--- src/rtl/bcd_countdown_timer.sv ---
// bcd_countdown_timer
//
// A countdown timer that holds the remaining time in BCD as minutes, seconds
// and 10 ms units. An internal prescaler turns clk_core into a 10 ms tick, and
// each tick takes one 10 ms unit off the count. The outputs drive the
// 7-segment display mux directly.
//
// Optional feature macro: BCD_COUNTDOWN_AUTO_RELOAD_EN
//   When defined, a shadow register keeps the last accepted non-zero preset.
//   On expiry from RUN the count is reloaded from the shadow and counting
//   continues.
//   When undefined, the timer stops in EXPIRED and no shadow register exists.
//
// Parameters:
//   CLK_DIV     clk_core cycles per 10 ms tick (>= 2)
//   MIN_DIGITS  number of BCD minute digits (1..4)
//
// Ports:
//   clk_core    system clock; all logic runs on its rising edge
//   rst         asynchronous active-high reset
//   load        1-cycle pulse: capture the preset from min_i/sec_i/ms_10_i
//   start       1-cycle pulse: begin or resume counting (ARMED -> RUN)
//   pause       1-cycle pulse: freeze counting (RUN -> ARMED)
//   min_i       preset minutes, BCD, digit 0 in the LSBs
//   sec_i       preset seconds, BCD 00..59
//   ms_10_i     preset 10 ms units, BCD 00..99
//   min_o       remaining minutes, BCD
//   sec_o       remaining seconds, BCD
//   ms_10_o     remaining 10 ms units, BCD
//   running     high while the timer is in RUN
//   time_out    sticky expiry flag
//   done_pulse  one-cycle pulse on expiry
//   bad_preset  one-cycle pulse when a load is rejected
//
// All outputs come straight from registers, so no path runs combinationally
// from an input to an output.

module bcd_countdown_timer #(
  parameter int unsigned CLK_DIV    = 100000,
  parameter int unsigned MIN_DIGITS = 2
) (
  input  logic                    clk_core,
  input  logic                    rst,
  input  logic                    load,
  input  logic                    start,
  input  logic                    pause,
  input  logic [4*MIN_DIGITS-1:0] min_i,
  input  logic [7:0]              sec_i,
  input  logic [7:0]              ms_10_i,
  output logic [4*MIN_DIGITS-1:0] min_o,
  output logic [7:0]              sec_o,
  output logic [7:0]              ms_10_o,
  output logic                    running,
  output logic                    time_out,
  output logic                    done_pulse,
  output logic                    bad_preset
);

  localparam int unsigned PresW   = (CLK_DIV > 2) ? $clog2(CLK_DIV) : 1;
  localparam int unsigned NDigits = MIN_DIGITS + 4;
  localparam int unsigned CntW    = 4 * NDigits;
  localparam logic [PresW-1:0] PresMax = PresW'(CLK_DIV - 1);

  // The count is packed as {minutes, seconds, ms_10}. Digit 0 is the 10 ms
  // units digit and digit 3 is the seconds tens digit.
  localparam int unsigned SecTensIdx = 3;

  typedef enum logic [1:0] {
    StIdle,
    StArmed,
    StRun,
    StExpired
  } state_e;

  state_e           state_q, state_d;
  logic [PresW-1:0] presc_q, presc_d;
  logic [CntW-1:0]  cnt_q, cnt_d;
  logic             running_q, running_d;
  logic             time_out_q, time_out_d;
  logic             done_q, done_d;
  logic             bad_q, bad_d;

  logic [CntW-1:0]  preset;
  logic             preset_ok;
  logic             tick;
  logic             last_unit;

`ifdef BCD_COUNTDOWN_AUTO_RELOAD_EN
  logic [CntW-1:0]  shadow_q, shadow_d;
`endif

  // Largest legal value of each digit position. The seconds tens digit
  // stops at 5; every other digit goes up to 9.
  function automatic logic [3:0] digit_max(input int unsigned k);
    return (k == SecTensIdx) ? 4'd5 : 4'd9;
  endfunction

  function automatic logic preset_valid(input logic [CntW-1:0] p);
    logic ok;
    ok = 1'b1;
    for (int unsigned k = 0; k < NDigits; k++) begin
      if (p[4*k +: 4] > digit_max(k)) begin
        ok = 1'b0;
      end
    end
    return ok;
  endfunction

  // Subtract one 10 ms unit. A digit at zero wraps to its maximum and passes
  // the borrow on. Once a digit absorbs the borrow, the digits above it are
  // left untouched.
  function automatic logic [CntW-1:0] bcd_dec(input logic [CntW-1:0] c);
    logic [CntW-1:0] r;
    logic            borrow;
    logic [3:0]      d;
    r      = c;
    borrow = 1'b1;
    for (int unsigned k = 0; k < NDigits; k++) begin
      d = c[4*k +: 4];
      if (borrow) begin
        if (d == 4'd0) begin
          r[4*k +: 4] = digit_max(k);
        end else begin
          r[4*k +: 4] = d - 4'd1;
          borrow      = 1'b0;
        end
      end
    end
    return r;
  endfunction

  assign preset    = {min_i, sec_i, ms_10_i};
  assign preset_ok = preset_valid(preset);
  assign tick      = (state_q == StRun) && (presc_q == PresMax);
  // A count of 0..0:00:01 is exactly the value 1 in this packing.
  assign last_unit = (cnt_q == CntW'(1));

  always_comb begin
    state_d    = state_q;
    presc_d    = presc_q;
    cnt_d      = cnt_q;
    time_out_d = time_out_q;
    done_d     = 1'b0;
    bad_d      = 1'b0;
`ifdef BCD_COUNTDOWN_AUTO_RELOAD_EN
    shadow_d   = shadow_q;
`endif

    // Priority: load > pause > start > counting. A cycle that carries a load
    // or a pause never decrements, even when it is a tick cycle.
    if (load) begin
      if (!preset_ok) begin
        bad_d = 1'b1;
      end else begin
        cnt_d      = preset;
        presc_d    = '0;
        time_out_d = 1'b0;
        if (preset == '0) begin
          state_d    = StExpired;
          time_out_d = 1'b1;
          done_d     = 1'b1;
        end else begin
          state_d = StArmed;
`ifdef BCD_COUNTDOWN_AUTO_RELOAD_EN
          shadow_d = preset;
`endif
        end
      end
    end else if (pause) begin
      // The prescaler is held, so a resume finishes the partial tick.
      if (state_q == StRun) begin
        state_d = StArmed;
      end
    end else if (start && (state_q == StArmed)) begin
      state_d = StRun;
    end else if (state_q == StRun) begin
      if (tick) begin
        presc_d = '0;
        if (last_unit) begin
          done_d = 1'b1;
`ifdef BCD_COUNTDOWN_AUTO_RELOAD_EN
          cnt_d = shadow_q;
`else
          cnt_d      = '0;
          state_d    = StExpired;
          time_out_d = 1'b1;
`endif
        end else if (cnt_q != '0) begin
          cnt_d = bcd_dec(cnt_q);
        end
      end else begin
        presc_d = presc_q + 1'b1;
      end
    end

    running_d = (state_d == StRun);
  end

  always_ff @(posedge clk_core or posedge rst) begin
    if (rst) begin
      state_q    <= StIdle;
      presc_q    <= '0;
      cnt_q      <= '0;
      running_q  <= 1'b0;
      time_out_q <= 1'b0;
      done_q     <= 1'b0;
      bad_q      <= 1'b0;
    end else begin
      state_q    <= state_d;
      presc_q    <= presc_d;
      cnt_q      <= cnt_d;
      running_q  <= running_d;
      time_out_q <= time_out_d;
      done_q     <= done_d;
      bad_q      <= bad_d;
    end
  end

`ifdef BCD_COUNTDOWN_AUTO_RELOAD_EN
  always_ff @(posedge clk_core or posedge rst) begin
    if (rst) begin
      shadow_q <= '0;
    end else begin
      shadow_q <= shadow_d;
    end
  end
`endif

  assign min_o      = cnt_q[CntW-1 -: 4*MIN_DIGITS];
  assign sec_o      = cnt_q[15:8];
  assign ms_10_o    = cnt_q[7:0];
  assign running    = running_q;
  assign time_out   = time_out_q;
  assign done_pulse = done_q;
  assign bad_preset = bad_q;

endmodule

--- config.mk ---
export PLATFORM = sky130hd
export DESIGN_NAME = bcd_countdown_timer
export DESIGN_NICKNAME = d
export VERILOG_FILES = /design/src/rtl/bcd_countdown_timer.sv
export SDC_FILE = /design/constraint.sdc
export NUM_CORES = 1
export LEC_CHECK = 0
export ABC_AREA = 1
export ABC_CLOCK_PERIOD_IN_PS = 2400
export CELL_PAD_IN_SITES_DETAIL_PLACEMENT = 0
export CELL_PAD_IN_SITES_GLOBAL_PLACEMENT = 1
export CORE_MARGIN = 8
export CORE_UTILIZATION = 36
export DETAILED_ROUTE_END_ITERATION = 8
export PLACE_DENSITY = 0.78
export SYNTH_ARGS = -nofsm -noshare
export SYNTH_HDL_FRONTEND = slang
export SYNTH_SLANG_ARGS = --single-unit
--- constraint.sdc ---
create_clock -name clk_core -period 2.4 [get_ports clk_core]
set_clock_uncertainty 0.15 [all_clocks]
set_input_delay 0.72 -clock clk_core [delete_from_list [all_inputs] [get_ports clk_core]]
set_output_delay 0.72 -clock clk_core [all_outputs]
set_load 0.01 [all_outputs]
==> impl_summary.md <==
Outcome
The flow ran to the end, and the final reports show no timing, DRC or antenna violations.

Power and ir drop
Power spread over the standard cell area amounts to 724 nW/um^2. For this design the total switching power over the nets is approximately 1.4 mW. The switching share of total power is 0.399. The internal portion of total power is 2.06 mW.

The total power is 3.42 mW. The share of power burned in combinational logic is 0.480. The share of total power in the clock network is 0.186. The peak ir drop on the vdd network is about 310 uV. The share of power burned in registers is 0.334. For this design the static power due to leakage is 2.23 nW.

Final layout
Once layout is complete, the cells apart from fillers number 763. The share of post-route cells with drive strength above 1 is 0.141. The share of the core filled with cells is 0.488. After the last flow step, the layout net total stands at 667. After routing the design area is roughly 4700 um^2. The synthesis-to-layout area growth is 32.9%. 0 antenna diodes ended up in the layout.

Synth
In the synthesized netlist the async set-or-reset flop fraction comes to 1.00. The number of synthesized flops with an enable pin is 0. During synthesis, Yosys emitted a total of 0 warnings. By area the synthesized netlist is led by dfrtp_1 (33%), nand2_1 (17%), nand3_1 (8.3%). The number of cells produced by synthesis is 533. The share of the yosys chip area belonging to registers is 0.331. The synthesized design contains 47 register bits. After synthesis, the most frequently instantiated cells are nand2_1 (158), nor2_1 (65), inv_1 (61).

The mapped netlist covers 3560 um^2. The largest total area in the synthesized netlist belongs to dfrtp_1. The share of synthesized area in the top cell type comes to 0.331. When the netlist entered floorplanning its net count stood at 571. The most used flip-flop cell after synthesis is dfrtp_1. The count of unique library cells instantiated by Yosys is 35. Each instance of the synthesized netlist takes up on average roughly 6.7 um^2. The most frequent cell after synthesis is nand2_1.

Routing
Wires add up to 10700 um. The first detailed-routing pass ran for 4 iterations. The total via count after detailed routing is 3684. Once detail routing completed, the nets flagged for antenna violations numbered 0. The remaining routing DRC violations is 0. The detailed router finished its first iteration with 209 violations. Dividing the detail-routed via count by the number of cells gives 4.83. The routed length per instance is 14.0 um.

Global route
Across every metal layer, demand over resource in global routing totals 0.163. The initial antenna violation count is 0. Entering global routing, the biggest net connects 48 pins. The global route total overflow is 0. The via count of the first global-routing pass came to 3648. The first global-routing pass estimated 17400 um of wire.

Floorplan
During I/O placement, the number of pins put on the boundary was 57. The row count is 36. The die area is 13300 um^2. The initial core utilization is 0.367. From bottom edge to top edge, the die measures 115 um. The floorplan step set the die width to 115 um. The floorplan step defined a core boundary enclosing slightly below 10000 um^2.

Clock tree
Counting the buffers created by CTS gives 5. The TritonCTS clock tree is done. The maximum clock insertion buffer count is 2. After clock tree synthesis, the clock-pin slew on the worst setup and hold paths is 100 ps.

Clock latency on the worst-skew pair, taken at its later pin, is slightly above 300 ps. The number of hold buffers added after CTS is 0. The root cell of the clock tree is clkbuf_8.

The clock net sink count is 47. The H-tree depth is 2.

Worst hold path
The hold-critical path depth is 2. The launch point of the worst hold path is time_out. The end point of the most critical hold path is time_out.

The worst hold path belongs to the class reg -> reg.

Setup path
The most critical setup path has its startpoint at cnt_q[8]. The worst setup path is captured at a flip-flop. Counting cells, the worst reg-to-reg path comes to 13. In this run the register-to-register setup slack is 120 ps. STA puts the critical path data required time at between 2000 and 2500 ps. In this run the critical register-to-register path is captured at cnt_q[17].

The critical register-to-register path startpoint is cnt_q[8]. The maximum fanout along the worst path is 9. The data arrival time of the critical path is about 2300 ps.

The worst setup path is launched from a flip-flop. The category of the most critical setup path is reg -> reg.

Timing
Adding up every negative setup slack in the final design gives 0 ps. Setup repair after global routing left no endpoint under its margin. After layout, the minimum clock period comes to 2280 ps. Measured against its own limit, the worst slew margin works out to 0.556. The number of setup violations in the final report is 0. The maximum operating frequency is between 400 and 500 MHz.

The post-layout worst setup margin is 118 ps. The final-report hold violation count came to 0. Across all hold checks on the routed design, the worst slack comes to 334 ps. At the pin with the least slew margin, the transition time is 661 ps. Dividing the final minimum period by the clock period gives 0.951. The number of max-slew violations in the final report is 0.

Place
The number of buffers inserted by port buffering is 56. The post-DP HPWL is 8280 um. Prior to clock tree synthesis, the placed netlist has a worst setup slack of -237 ps. Once placement finished, the instance area stood at 4530 um^2. The total placed cells including tap cells is 751. The congestion estimate from routability-driven global placement came to 0.851.

Job
The number of max-cap violations is 0.
[power groups by stage]
stage	combinational, mW	sequential, mW	clock [mW]
6_report	1.64	1.14	0.636
5_1_grt	1.85	1.17	0.685
2_1_floorplan	0.890	1.19	0
3_5_place_dp	1.59	1.16	0
3_3_place_gp	1.56	1.16	0
4_1_cts	1.59	1.15	0.653
[worst max path at each step]
stage | endpoint | cells past startpoint | slack (ps)
floorplan | bad_preset | 1 | 410
global placement | cnt_q[23] | 11 | -210
detailed placement | presc_q[2] | 9 | -240
CTS | presc_q[4] | 9 | 60
global route | cnt_q[19] | 12 | 1
finish | cnt_q[17] | 13 | 120
[layout make-up]
| cell class | count | area [um^2] |
|---|---|---|
| Inverter | 67 | 251 |
| Fill cell | 968 | 4960 |
| Multi-Input combinational cell | 405 | 2060 |
| Tap cell | 133 | 166 |
| Sequential cell | 47 | 1180 |
| Timing Repair Buffer | 103 | 955 |
| Clock inverter | 2 | 38.8 |
| Clock buffer | 6 | 82.6 |
[cell usage in the layout (no fill, tap or decap), types with 2 or more instances in the layout]
cell type        instances
a31oi_1                  2
nor2_1                  65
nor3_1                  13
buf_12                   3
ha_1                     8
inv_1                   59
xnor2_1                  3
o31ai_1                  7
nand2_1                157
o21ai_1                  5
a21oi_1                  5
nand3_2                  4
xor2_1                  11
o22ai_1                  2
clkdlybuf4s50_1         56
nor2_4                   9
inv_2                    7
nor2_2                   2
nand2_4                  2
o21ai_0                 27
nand3_1                 56
nand2_2                  5
clkbuf_8                 6
buf_4                   43
dfrtp_1                 47
nand4_1                 14
[what timing repair did]
| action | in CTS | in global routing |
|---|---|---|
| setup buffers | 0 | 4 |
| gates resized for setup | 0 | 9 |
| setup endpoints to repair | 0 | 39 |
[registers in the layout (all words and copies together), names as in the netlist]
signal      flops
presc_q        17
running         1
bad_preset      1
time_out        1
state_q         2
done_pulse      1
cnt_q          24
[critical path, cell delays in order, from the launching register on]
cell and delay (ps):
dfrtp_1 420, inv_1 110, ha_1 220, nand3_2 150, inv_1 130, nand2_1 110, nor2_4 150, nand2_2 70
nor2_4 180, nor2_8 70, buf_12 140, buf_4 140, nand3_1 80, nand2_1 60
[per-layer routing]
layer	global-route usage	wire, um
met5	0	0
met1	0.213	5050
met3	0.0326	571
met4	0.0350	79
met2	0.269	5020
[cells by family after synthesis]
| kind of cell | Yosys count | synth area share |
|---|---|---|
| buffers and inverters | 81 | 0.0985 |
| xor gates and xnor gates | 14 | 0.0345 |
| and+or+nand+nor | 331 | 0.422 |
| AOI/OAI and AO/OA | 51 | 0.0827 |
| DFF | 47 | 0.331 |
| adders and majority gates | 9 | 0.0317 |
(Power assumes the default switching activity.)
